--- config.mk ---
export PLATFORM = sky130hd
export DESIGN_NAME = wb_master_bridge
export DESIGN_NICKNAME = d
export VERILOG_FILES = /design/src/rtl/wb_master_bridge.sv
export SDC_FILE = /design/constraint.sdc
export NUM_CORES = 1
export LEC_CHECK = 0
export ABC_AREA = 1
export BUFFER_PORTS_ARGS = -buffer_cell sky130_fd_sc_hd__buf_2
export CORE_UTILIZATION = 41
export DETAILED_ROUTE_END_ITERATION = 8
export PLACE_DENSITY_LB_ADDON = 0.08
export SKIP_LAST_GASP = 1
export SLEW_MARGIN = 10
export SYNTH_ARGS = -nofsm -noshare
export SYNTH_HDL_FRONTEND = slang
export SYNTH_SLANG_ARGS = --single-unit
--- constraint.sdc ---
create_clock -name clk_i -period 1.18 [get_ports clk_i]
set_input_delay 0 -clock clk_i [delete_from_list [all_inputs] [get_ports clk_i]]
set_output_delay 0 -clock clk_i [all_outputs]
set_load 0.1 [all_outputs]
--- src/rtl/wb_master_bridge.sv ---
`default_nettype none
// ============================================================================
// Module   : wb_master_bridge
// Brief    : Converts a core-side valid/ready request/response port into
//            single Wishbone classic cycles, one transfer outstanding.
//            Optional bus-wait timeout enabled by defining WB_BRIDGE_TIMEOUT_EN.
// Revision : 1.0 - initial release
// ============================================================================
module wb_master_bridge #(
    parameter int ADDR_WIDTH     = 20,
    parameter int DATA_WIDTH     = 32,
    parameter int TIMEOUT_CYCLES = 255
) (
    input  logic                    clk_i,
    input  logic                    rst_ni,
    input  logic                    req_valid_i,
    output logic                    req_ready_o,
    input  logic [ADDR_WIDTH-1:0]   req_addr_i,
    input  logic                    req_we_i,
    input  logic [DATA_WIDTH/8-1:0] req_be_i,
    input  logic [DATA_WIDTH-1:0]   req_wdata_i,
    output logic                    rsp_valid_o,
    input  logic                    rsp_ready_i,
    output logic [DATA_WIDTH-1:0]   rsp_rdata_o,
    output logic                    rsp_err_o,
    output logic                    wb_cyc_o,
    output logic                    wb_stb_o,
    output logic                    wb_we_o,
    output logic [ADDR_WIDTH-1:0]   wb_adr_o,
    output logic [DATA_WIDTH/8-1:0] wb_sel_o,
    output logic [DATA_WIDTH-1:0]   wb_dat_o,
    input  logic [DATA_WIDTH-1:0]   wb_dat_i,
    input  logic                    wb_ack_i,
    input  logic                    wb_err_i
);

    localparam int c_sel_w = DATA_WIDTH / 8;

    localparam logic [1:0] c_st_idle = 2'd0;
    localparam logic [1:0] c_st_bus  = 2'd1;
    localparam logic [1:0] c_st_resp = 2'd2;

    if (((DATA_WIDTH % 8) != 0) || (TIMEOUT_CYCLES < 2)) begin : g_param_check
        $error("wb_master_bridge: illegal DATA_WIDTH or TIMEOUT_CYCLES");
    end

    logic [1:0]            r_state;
    logic                  r_cyc;
    logic                  r_we;
    logic [ADDR_WIDTH-1:0] r_adr;
    logic [c_sel_w-1:0]    r_sel;
    logic [DATA_WIDTH-1:0] r_dat;
    logic [DATA_WIDTH-1:0] r_rdata;
    logic                  r_err;

`ifdef WB_BRIDGE_TIMEOUT_EN
    localparam int c_cnt_w = $clog2(TIMEOUT_CYCLES);
    logic [c_cnt_w-1:0] r_cnt;
    logic               w_timeout;
    assign w_timeout = (r_cnt == c_cnt_w'(TIMEOUT_CYCLES - 1));
`endif

    always_ff @(posedge clk_i) begin
        if (!rst_ni) begin
            r_state <= c_st_idle;
            r_cyc   <= 1'b0;
            r_we    <= 1'b0;
            r_adr   <= '0;
            r_sel   <= '0;
            r_dat   <= '0;
            r_rdata <= '0;
            r_err   <= 1'b0;
`ifdef WB_BRIDGE_TIMEOUT_EN
            r_cnt   <= '0;
`endif
        end else begin
            case (r_state)
                c_st_idle: begin
                    if (req_valid_i) begin
                        r_adr   <= req_addr_i;
                        r_we    <= req_we_i;
                        r_sel   <= req_be_i;
                        r_dat   <= req_wdata_i;
                        r_cyc   <= 1'b1;
                        r_state <= c_st_bus;
`ifdef WB_BRIDGE_TIMEOUT_EN
                        r_cnt   <= '0;
`endif
                    end
                end
                c_st_bus: begin
                    // err takes priority over a simultaneous ack
                    if (wb_err_i) begin
                        r_rdata <= '0;
                        r_err   <= 1'b1;
                        r_cyc   <= 1'b0;
                        r_state <= c_st_resp;
                    end else if (wb_ack_i) begin
                        r_rdata <= r_we ? '0 : wb_dat_i;
                        r_err   <= 1'b0;
                        r_cyc   <= 1'b0;
                        r_state <= c_st_resp;
                    end
`ifdef WB_BRIDGE_TIMEOUT_EN
                    else if (w_timeout) begin
                        r_rdata <= '0;
                        r_err   <= 1'b1;
                        r_cyc   <= 1'b0;
                        r_state <= c_st_resp;
                    end else begin
                        r_cnt <= r_cnt + 1'b1;
                    end
`endif
                end
                c_st_resp: begin
                    if (rsp_ready_i) begin
                        r_state <= c_st_idle;
                    end
                end
                default: begin
                    r_state <= c_st_idle;
                    r_cyc   <= 1'b0;
                end
            endcase
        end
    end

    assign req_ready_o = (r_state == c_st_idle);
    assign rsp_valid_o = (r_state == c_st_resp);
    assign rsp_rdata_o = r_rdata;
    assign rsp_err_o   = r_err;
    assign wb_cyc_o    = r_cyc;
    assign wb_stb_o    = r_cyc;
    assign wb_we_o     = r_we;
    assign wb_adr_o    = r_adr;
    assign wb_sel_o    = r_sel;
    assign wb_dat_o    = r_dat;

endmodule
`default_nettype wire
Yosys cells after proc, flatten, opt, wreduce, memory -nomap -nowiden

Cells that the tools add are included.

Bitwise operators: 1
Reductions and logical operators: 6
Eq/ne operators: 5
Muxes and demuxes: 13

Operators with widths:

| kind               | count |
|---|---|
| $mux 32            | 3 |
| $mux 2             | 4 |
| $pmux 2 s3         | 1 |
| $reduce_and 3->1   | 2 |
| $mux 1             | 4 |
| $reduce_and 2->1   | 2 |
| $ne 3x3->1 const B | 1 |
| $pmux 1 s3         | 1 |
| $eq 2x1->1 const B | 1 |
| $eq 2x2->1 const B | 1 |
| $logic_not 2->1    | 1 |
| $ne 2x1->1 const B | 1 |
| $ne 2x2->1 const B | 1 |
| $reduce_bool 2->1  | 1 |
| $not 1->1          | 1 |

Register bits after elaboration: 93
Logic and storage cells: 33
Input port bits: 95
Output and inout bits: 94

Longest topological paths before layout

Gate-level depths: netlist of the first run.

Depth in word-level cells: 3
Mapped depth: 7
Gate-level depth less buffers: 6

Worst setup path before layout of the first run

No wires, ideal clock.

Path type: reg2reg
From: register r_state[1]
To: register r_state[1]
Period minus slack after synthesis: 2.050 ns
Library setup time: 0.072 ns
Stages on the path, launching flop included: 5
Required time: 1.108 ns
Data arrival time: 1.978 ns
Slack: -0.870 ns
Cell sequence: dfxtp_1 inv_1 nor2_1 nand2_1 a21oi_1

Word-level cells in the longest chain between the ends: 3
Elaborated cells between the ends (all ways): 8

Ends and longest elaborated chain:

| element                    | RTL line | source |
|---|---|---|
| start, declared            | 47       | `logic [1:0] r_state;` |
| start signal, assigned     | 65       | `r_state <= c_st_idle;` |
| start signal, assigned     | 85       | `r_state <= c_st_bus;` |
| start signal, assigned     | 97       | `r_state <= c_st_resp;` |
| $eq 2x2->1 (*)             | --       |  |
| via rsp_valid_o            | 22       | `output logic rsp_valid_o,` |
| $ne 2x1->1 (no line)       | --       |  |
| $reduce_and 3->1 (no line) | --       |  |

The timed path passes the listed nets; every way through them passes the cells marked *.
A chain may end at the register's enable or synchronous reset.

Worst setup path in the final report of the first run

From: register r_state[1]
To: register r_dat[10], in the netlist wb_dat_o[10]

Word-level cells in the longest chain between the ends: 2

Ends and longest elaborated chain:

| element                    | RTL line | source |
|---|---|---|
| $logic_not 2->1            | 77       | `case (r_state)` |
| $reduce_and 2->1 (no line) | --       |  |
| end signal, assigned       | 83       | `r_dat <= req_wdata_i;` |
| end, declared              | 52       | `logic [DATA_WIDTH-1:0] r_dat;` |

No other way between the ends.

==> flow_summary.ini, run 1 <==
[timing]
fin_ws_ns = -0.008273
hold_ws_ns = 0.08285
fin_crit_ns = 1.188
hold_viol_final = 0
fin_crit_sh = 1.007
slew_violations = 0
fmax_mhz = 841.6
rsz0062_at_grt = true
tightest_slew_ns = 0.5118
relSlewSlack = 0.6612
setup-tns-final_ns = -0.008273
skew_ns = 0.005825
setup_viol = 1

[min_path]
min_path_type = in -> reg
min-delay-start = req_valid_i

[global_routing]
antenna_found_initial = 0
grt-ovfl-total = 0
grt_pass1_vias = 3967
grt_max_degree = 92
grt_use_total = 0.2331
grt_pass1_wl_mm = 17.95

[route]
drt_first_iter_violations = 91
viasPerCell = 4.564
dr_wl_met3_um = 622
drc = 0
wl_met1_mm = 4.622
routed_wl_mm = 10.96
wire_per_inst_um = 12.07
vias = 4144
dr_wl_met2_mm = 5.500
dr.max_layer_used = met4
ant_nets = 0
drt_pass1_iterations = 4

[run_status]
violations = setup timing
status = complete, but fails checks

[run]
max_cap_violations = 0

[logic_synthesis]
synth-seq-area-share = 0.5024
synth_fp_nets = 618
synth_cell_types = 18
synth_area_mm2 = 0.003706
synth-seq-cells = 93
yosysWarnings = 0
avgSynthCellArea_um2 = 7.086
syn_inst = 523

[die]
die_h_um = 97.08
initial_utilization = 0.4250
dieArea_mm2 = 0.009424
boundaryPins = 189
core_area_mm2 = 0.008721
core.rowCount = 34
die_w_um = 97.08

[power_and_ir_drop]
ir_drop_v = 0.0009773
leakage_uw = 0.003054
p_per_area_mw_per_mm2 = 1507

[clock_network]
clk_latency_ns = 0.35
cts_max_level = 3
clkSinkCount = 93
clockBufferDepth = 2
clockRootBuffer = clkbuf_8
cts_buffers = 9
cts_tree = done
clkTransAtPathRegs_ns = 0.09

[cells_and_area]
layout.nets = 890
finalInstanceArea_mm2 = 0.006076
nFillCells = 694
area_delta_synth_final_pct = 63.94
drive_gt1_frac = 0.3575
antenna_cells = 0
instances_no_fill = 908

[placed_design]
io_buffers = 188
placed_area_mm2 = 0.004860
dp.cells = 799
gp_congestion = 0.7654
dpl.hpwl_mm = 6.390

[critical_path]
crit_start = r_state[1]
cp.arrival_ns = 1.43
critPathKind = reg -> reg
worst_setup_path_start_kind = flip-flop
required_ns = 1.42
worstReg2RegStart = r_state[1]
end_kind = flip-flop
critPathMaxFanout = 46
## placed cells by master (no fill, tap or decap), drive strengths merged
master / synthesis / layout
nor2: 203 / 203
buf: 21 / 177
nand2: 106 / 106
dfxtp: 93 / 93
dlygate4sd3: 0 / 92
o21ai: 57 / 57
clkbuf: 12 / 36
inv: 26 / 26
a21oi: 4 / 4
clkinvlp: 0 / 3
clkinv: 1 / 3
## what timing repair did
| action | 4_1_cts | 5_1_grt |
|---|---|---|
| hold endpoints to repair | 92 | 0 |
| setup endpoints to repair | 6 | 94 |
| gates resized for setup | 8 | 34 |
| cloned | 0 | 1 |
| pin swaps | 2 | 0 |
| setup buffers | 1 | 0 |
| hold buffers | 92 | 0 |
## synth_stat cells (all sizes together)
master	number	area, µm²
nand2	106	400.4
buf	21	167.7
inv	26	97.60
clkinv	1	3.750
o21ai	57	285.3
clkbuf	12	45.04
dfxtp	93	1862
a21oi	4	20.02
nor2	203	824.5
## routing by layer
metal | vias to the layer above | track usage
li1 | 2132 | -
met1 | 1849 | 0.2742
met2 | 142 | 0.4090
met3 | 21 | 0.05180
met4 | 0 | 0.09529
met5 | - | 0
## sequential cells by signal, summed over array words and instances (netlist names)
signal       flops
rsp_rdata_o     32
wb_dat_o        32
wb_adr_o        20
wb_sel_o         4
r_state          2
rsp_err_o        1
wb_cyc_o         1
wb_we_o          1
## report_power, final
part | leakage [µW] | total (µW) | internal (µW) | switching, µW
Clock | 0.0000815 | 1910 | 824 | 1090
Sequential | 0.000784 | 3580 | 3420 | 159
Combinational | 0.00219 | 3660 | 912 | 2750
Total | 0.00305 | 9150 | 5160 | 3990
## through the flow
step	setup slack (ns)	total power [µW]	utilization
floorplan	-0.3938	6370	-
global placement	0.09348	6939	0.5572
detailed placement	0.05137	6975	0.5572
CTS	0.002429	9154	0.6852
global route	-0.07350	9611	0.6967
finish	-0.008273	9153	0.6967
## path summary, 6_finish.rpt
path	cells past startpoint	endpoint	slack (ns)
setup / recovery	5	wb_dat_o[10]	-0.008
hold reg to reg	2	wb_adr_o[9]	0.47
setup reg to reg	5	wb_dat_o[10]	-0.008
hold / removal	5	wb_adr_o[9]	0.08
## area by class of cell
cell class	count	area [µm²]	share of cell area
Tap cell	108	135.1	0.02224
Timing Repair Buffer	294	2183	0.3593
Clock buffer	11	141.4	0.02327
Sequential cell	93	1916	0.3153
Multi-Input combinational cell	370	1555	0.2560
Inverter	27	108.9	0.01792
Clock inverter	5	36.28	0.005972
## kinds of logic after synthesis
kind of cell | Yosys count | synth area share
compound gates | 61 | 0.08238
buf+inv | 60 | 0.08474
flops | 93 | 0.5024
simple gates | 309 | 0.3305
## worst max-delay path, stage by stage, from the launching register on
cell and delay, ns:
dfxtp_4 0.37, nor2_4 0.15, nand2_4 0.09, buf_12 0.18, o21ai_0 0.20, nor2_1 0.08
Note: power is estimated with default switching activity, not from simulation.
==> run 2, diff against run 1 <==
--- a/config.mk
+++ b/config.mk
@@ -7,7 +7,7 @@
 export LEC_CHECK = 0
 export ABC_AREA = 1
 export BUFFER_PORTS_ARGS = -buffer_cell sky130_fd_sc_hd__buf_2
-export CORE_UTILIZATION = 41
+export CORE_UTILIZATION = 49
 export DETAILED_ROUTE_END_ITERATION = 8
 export PLACE_DENSITY_LB_ADDON = 0.08
 export SKIP_LAST_GASP = 1
==> constraint.sdc (replaced) <==
create_clock -name clk_i -period 1.5 [get_ports clk_i]
set_input_delay 0 -clock clk_i [delete_from_list [all_inputs] [get_ports clk_i]]
set_output_delay 0 -clock clk_i [all_outputs]
set_load 0.1 [all_outputs]
==> run 2 against run 1 <==
Compared with the run above: the flow now finishes without violations; clock-buffer cell count fell by 2; sequential share of layout area rose by 0.95 points; setup slack improved by 0.089 ns; utilization up 9.3 points; largest cell class unchanged; combinational power fell by 25%; register-to-register slack improved by 0.21 ns; wire length increased by 0.68%; final area shrank 5.3%; flip-flop and latch count stayed put; cell count fell by 2.3%; power decreased by 20%; global-route usage rose by 4.1 points.
==> flow_summary.ini, run 2 (same netlist as run 1, synthesis figures left out) <==
[timing]
hold_viol_final = 0
slew_violations = 0
relSlewSlack = 0.6560
rsz0062_at_grt = false
skew_ns = 0.01047
tightest_slew_ns = 0.5196
fin_crit_sh = 0.9463
fin_ws_ns = 0.08048
fin_crit_ns = 1.420
setup_viol = 0
fmax_mhz = 704.5

[placed_design]
placed_area_mm2 = 0.004683
dp_slack_ns = 0.2028
dpl.hpwl_mm = 6.092
dp.cells = 786
gp_congestion = 0.7564
io_buffers = 188

[min_path]
hold_depth = 5
min_path_type = in -> reg

[critical_path]
reg2reg_depth = 6
worst_setup_path_start_kind = flip-flop
end_kind = output port
required_ns = 1.50
cp.arrival_ns = 1.42
critPathMaxFanout = 3
critPathKind = reg -> out

[die]
boundaryPins = 189
dieArea_mm2 = 0.007915
initial_utilization = 0.5082
core.rowCount = 31
die_w_um = 88.97
core_area_mm2 = 0.007292
die_h_um = 88.97

[clock_network]
cts_max_level = 3
clk_latency_ns = 0.35
post_cts_buffers = 0
clockBufferDepth = 2
cts_buffers = 9
clkSinkCount = 93
clockRootBuffer = clkbuf_8
cts_resized = 0
clkTransAtPathRegs_ns = 0.08
cts_tree = done

[route]
ant_nets = 0
drt_first_iter_violations = 131
drc = 0
drt_pass1_iterations = 5
routed_wl_mm = 11.04
vias = 4162
wire_per_inst_um = 12.44
viasPerCell = 4.692

[global_routing]
grt-ovfl-total = 0
grt_max_degree = 92
grt_use_total = 0.2739
antenna_found_initial = 0
grt_pass1_wl_mm = 16.59
grt_pass1_vias = 3852

[power_and_ir_drop]
ir_drop_v = 0.0008640
p_per_area_mw_per_mm2 = 1268
total_power_uw = 7301
leakage_uw = 0.002978

[cells_and_area]
utilization = 0.7893
layout.nets = 880
mostFrequentLayoutCell = buf_2
drive_gt1_frac = 0.3046
nFillCells = 513
final_cell_mix = buf_2 (188), nor2_1 (179), nand2_1 (105), dfxtp_1 (91), dlygate4sd3_1 (87)
instances_no_fill = 887
finalInstanceArea_mm2 = 0.005756
area_delta_synth_final_pct = 55.30
antenna_cells = 0

[run]
max_cap_violations = 0

[run_status]
status = complete, no violations
-- run 2: worst paths after layout --
kind                from              to  slack (ns)
min          wb_dat_i[7]  rsp_rdata_o[7]        0.01
min reg2reg  wb_adr_o[4]     wb_adr_o[4]        0.47
max reg2reg   r_state[0]     wb_adr_o[5]        0.20
max           r_state[1]     rsp_valid_o        0.08
-- run 2: critical path, stage by stage, from the launching register on --
cell and delay, ns:
dfxtp_1 0.42, inv_1 0.10, nor2_2 0.10, buf_2 0.45
-- run 2: area by class of cell --
type	instances	area [µm²]	share of cell area
Sequential cell	93	1869	0.3248
Multi-Input combinational cell	370	1543	0.2680
Inverter	27	101.3	0.01761
Tap cell	99	123.9	0.02152
Clock inverter	5	77.57	0.01348
Clock buffer	9	123.9	0.02152
Timing Repair Buffer	284	1917	0.3330
-- run 2: timing repair --
item | 4_1_cts | 5_1_grt
endpoints found under the setup margin | 0 | 0
endpoints found under the hold margin | 87 | 0
hold buffers | 87 | 0
-- run 2: metal layers --
layer	share of wire	GRT usage	routed length, µm	up-vias
met3	0.069	0.06741	763	31
met4	0.028	0.1328	310	0
li1	-	-	-	2105
met1	0.39	0.2967	4332	1871
met2	0.51	0.5007	5630	155
met5	0	0	0	-
-- run 2: stage by stage --
stage	setup TNS (ns)	hold WS [ns]
floorplan	-2.016	0.1607
global placement	0	0.2487
detailed placement	0	0.2548
CTS	0	0.002010
global route	0	0.04080
finish	0	0.01498
-- run 2: power breakdown --
| part | leakage [µW] | switching (µW) | total (µW) | internal (µW) |
|---|---|---|---|---|
| Sequential | 0.000769 | 118 | 2800 | 2680 |
| Clock | 0.000101 | 829 | 1740 | 915 |
| Combinational | 0.00211 | 2150 | 2760 | 608 |
| Total | 0.00298 | 3100 | 7300 | 4210 |
==> run 3, diff against run 2 <==
--- a/config.mk
+++ b/config.mk
@@ -6,9 +6,9 @@
 export NUM_CORES = 1
 export LEC_CHECK = 0
 export ABC_AREA = 1
-export BUFFER_PORTS_ARGS = -buffer_cell sky130_fd_sc_hd__buf_2
-export CORE_UTILIZATION = 49
+export CORE_UTILIZATION = 50
 export DETAILED_ROUTE_END_ITERATION = 8
+export DONT_BUFFER_PORTS = 1
 export PLACE_DENSITY_LB_ADDON = 0.08
 export SKIP_LAST_GASP = 1
 export SLEW_MARGIN = 10
==> run 3 against run 2 <==
Compared with the run above: setup slack worse by 0.017 ns; wire length fell by 4.9%; maximum frequency down 1.2%; sequential share of layout area grew 0.66 points; clock power increased by 6%; non-clock buffer count shrank 87; flip-flop and latch count unchanged; cell count down 9.6%; register-to-register slack got worse by 0.14 ns; largest cell class is now flip-flops and latches.
==> flow_summary.ini, run 3 (same netlist as run 1, synthesis figures left out) <==
[min_path]
holdPathEnd = rsp_rdata_o[22]
hold_depth = 3
min_path_type = in -> reg
min-delay-start = rst_ni

[critical_path]
cp.arrival_ns = 1.70
required_ns = 1.76
reg2reg_depth = 5
worstReg2RegStart = r_state[1]
critPathKind = reg -> reg
worstPathCellList = nor2_4 -> nand2_4 -> o21ai_1 -> dlygate4sd3_1 -> nor2_1
crit_start = r_state[1]
critPathMaxFanout = 5
end_kind = flip-flop
reg2reg_to = wb_sel_o[2]
slowest_stage = dlygate4sd3_1
worst_setup_path_start_kind = flip-flop
r2r_setup_slack_ns = 0.06
max_stage_delay_ns = 0.58

[timing]
setup-tns-final_ns = 0
skew_ns = 0.01315
fin_crit_sh = 0.9578
slew_violations = 0
rsz0062_at_grt = false
hold_viol_final = 0
fmax_mhz = 696.0
tightest_slew_ns = 0.7376
fin_ws_ns = 0.06329
setup_viol = 0
fin_crit_ns = 1.437
relSlewSlack = 0.5083

[cells_and_area]
final_cell_mix = nor2_1 (179), nand2_1 (105), buf_4 (98), dlygate4sd3_1 (94), dfxtp_1 (89)
finalInstanceArea_mm2 = 0.005649
seqCellArea_mm2 = 0.001872
multi_input_area_mm2 = 0.001553
layout.nets = 794
mostFrequentLayoutCell = nor2_1
nFillCells = 513
antenna_cells = 0
area_delta_synth_final_pct = 52.43
drive_gt1_frac = 0.2134

[clock_network]
clkTransAtPathRegs_ns = 0.10
clockBufferDepth = 2
clockRootBuffer = clkbuf_8
cts_buffers = 9
cts_max_level = 3
clk_latency_ns = 0.35
cts_tree = done
clkSinkCount = 93

[die]
dieArea_mm2 = 0.007761
core_area_mm2 = 0.007214
initial_utilization = 0.5137
die_w_um = 88.10
core.rowCount = 31
boundaryPins = 189
die_h_um = 88.10

[placed_design]
io_buffers = 0
dpl.hpwl_mm = 5.817
gp_congestion = 0.7440
dp_slack_ns = 0.1917
placed_area_mm2 = 0.004427

[power_and_ir_drop]
power_frac_clock = 0.247
swShare = 0.4172
leakage_uw = 0.002679
p_comb_frac = 0.376
ir_drop_v = 0.0008439
seqPwrFrac = 0.378
p_int_uw = 4338
total_power_uw = 7443
p_per_area_mw_per_mm2 = 1318
p_sw_uw = 3105

[route]
drt_pass1_iterations = 4
routed_wl_mm = 10.49
viasPerCell = 4.704
ant_nets = 0
drt_first_iter_violations = 158
drc = 0
wire_per_inst_um = 13.08
vias = 3773

[global_routing]
grt_pass1_vias = 2879
grt_use_total = 0.2128
grt_pass1_wl_mm = 12.81
antenna_found_initial = 0
grt_max_degree = 92
grt-ovfl-total = 0

[run]
max_cap_violations = 0

[run_status]
status = complete, no violations
==> run 3: worst max-delay path by stage <==
stage                          end  depth (start not counted)  slack, ns
finish                 wb_sel_o[2]                          5       0.06
global route        rsp_rdata_o[2]                          5       0.02
CTS                 rsp_rdata_o[6]                          7     0.0008
detailed placement     wb_adr_o[7]                          5       0.19
global placement       wb_dat_o[1]                          6       0.24
floorplan               r_state[1]                          4      -0.10
==> run 3: power by group through the flow <==
| stage | sequential [µW] | clock (µW) | combinational [µW] |
|---|---|---|---|
| 2_1_floorplan | 4360 | 0 | 631 |
| 3_3_place_gp | 2850 | 0 | 2500 |
| 3_5_place_dp | 2860 | 0 | 2520 |
| 4_1_cts | 2800 | 1860 | 2550 |
| 5_1_grt | 2840 | 1970 | 2930 |
| 6_report | 2810 | 1840 | 2800 |
==> run 3: stage by stage <==
step / hold WS (ns) / utilization / instances
2_1_floorplan: 0.1607 / - / 523
3_5_place_dp: 0.1298 / 0.6136 / 689
5_1_grt: 0.03616 / 0.7830 / 802
6_report: 0.02231 / 0.7830 / 802
4_1_cts: -0.2487 / 0.6570 / 713
3_3_place_gp: 0.1254 / 0.6136 / 689
==> run 3: worst max-delay path, delay by kind of cell, from the launching register on <==
| kind | cells | cell delay, ns |
|---|---|---|
| buffers and inverters | 1 | 0.58 |
| flip-flops | 1 | 0.35 |
| AO/OA/AOI/OAI | 1 | 0.14 |
| AND/OR/NAND/NOR | 3 | 0.30 |
==> run 3: what timing repair did <==
action	CTS	global route
hold buffers	9	87
setup buffers	0	1
endpoints found under the setup margin	0	17
gates resized for setup	0	6
hold endpoints to repair	93	86
==> run 3: cell type report <==
| type | count | share of cell area |
|---|---|---|
| flip-flops and latches | 93 | 0.3313 |
| repair buffers | 197 | 0.3145 |
| multi-input cells | 371 | 0.2749 |
| clock buffers | 10 | 0.02436 |
| well taps | 99 | 0.02193 |
| inverters | 27 | 0.01794 |
| clock inverters | 5 | 0.01506 |
==> run 3: routing by layer <==
metal  track usage  up-vias  wire length [µm]
li1              -     1928                 -
met5             0        -                 0
met4       0.06012        0               229
met2        0.3925      138              5390
met3       0.08294       23               714
met1        0.2242     1684              4159
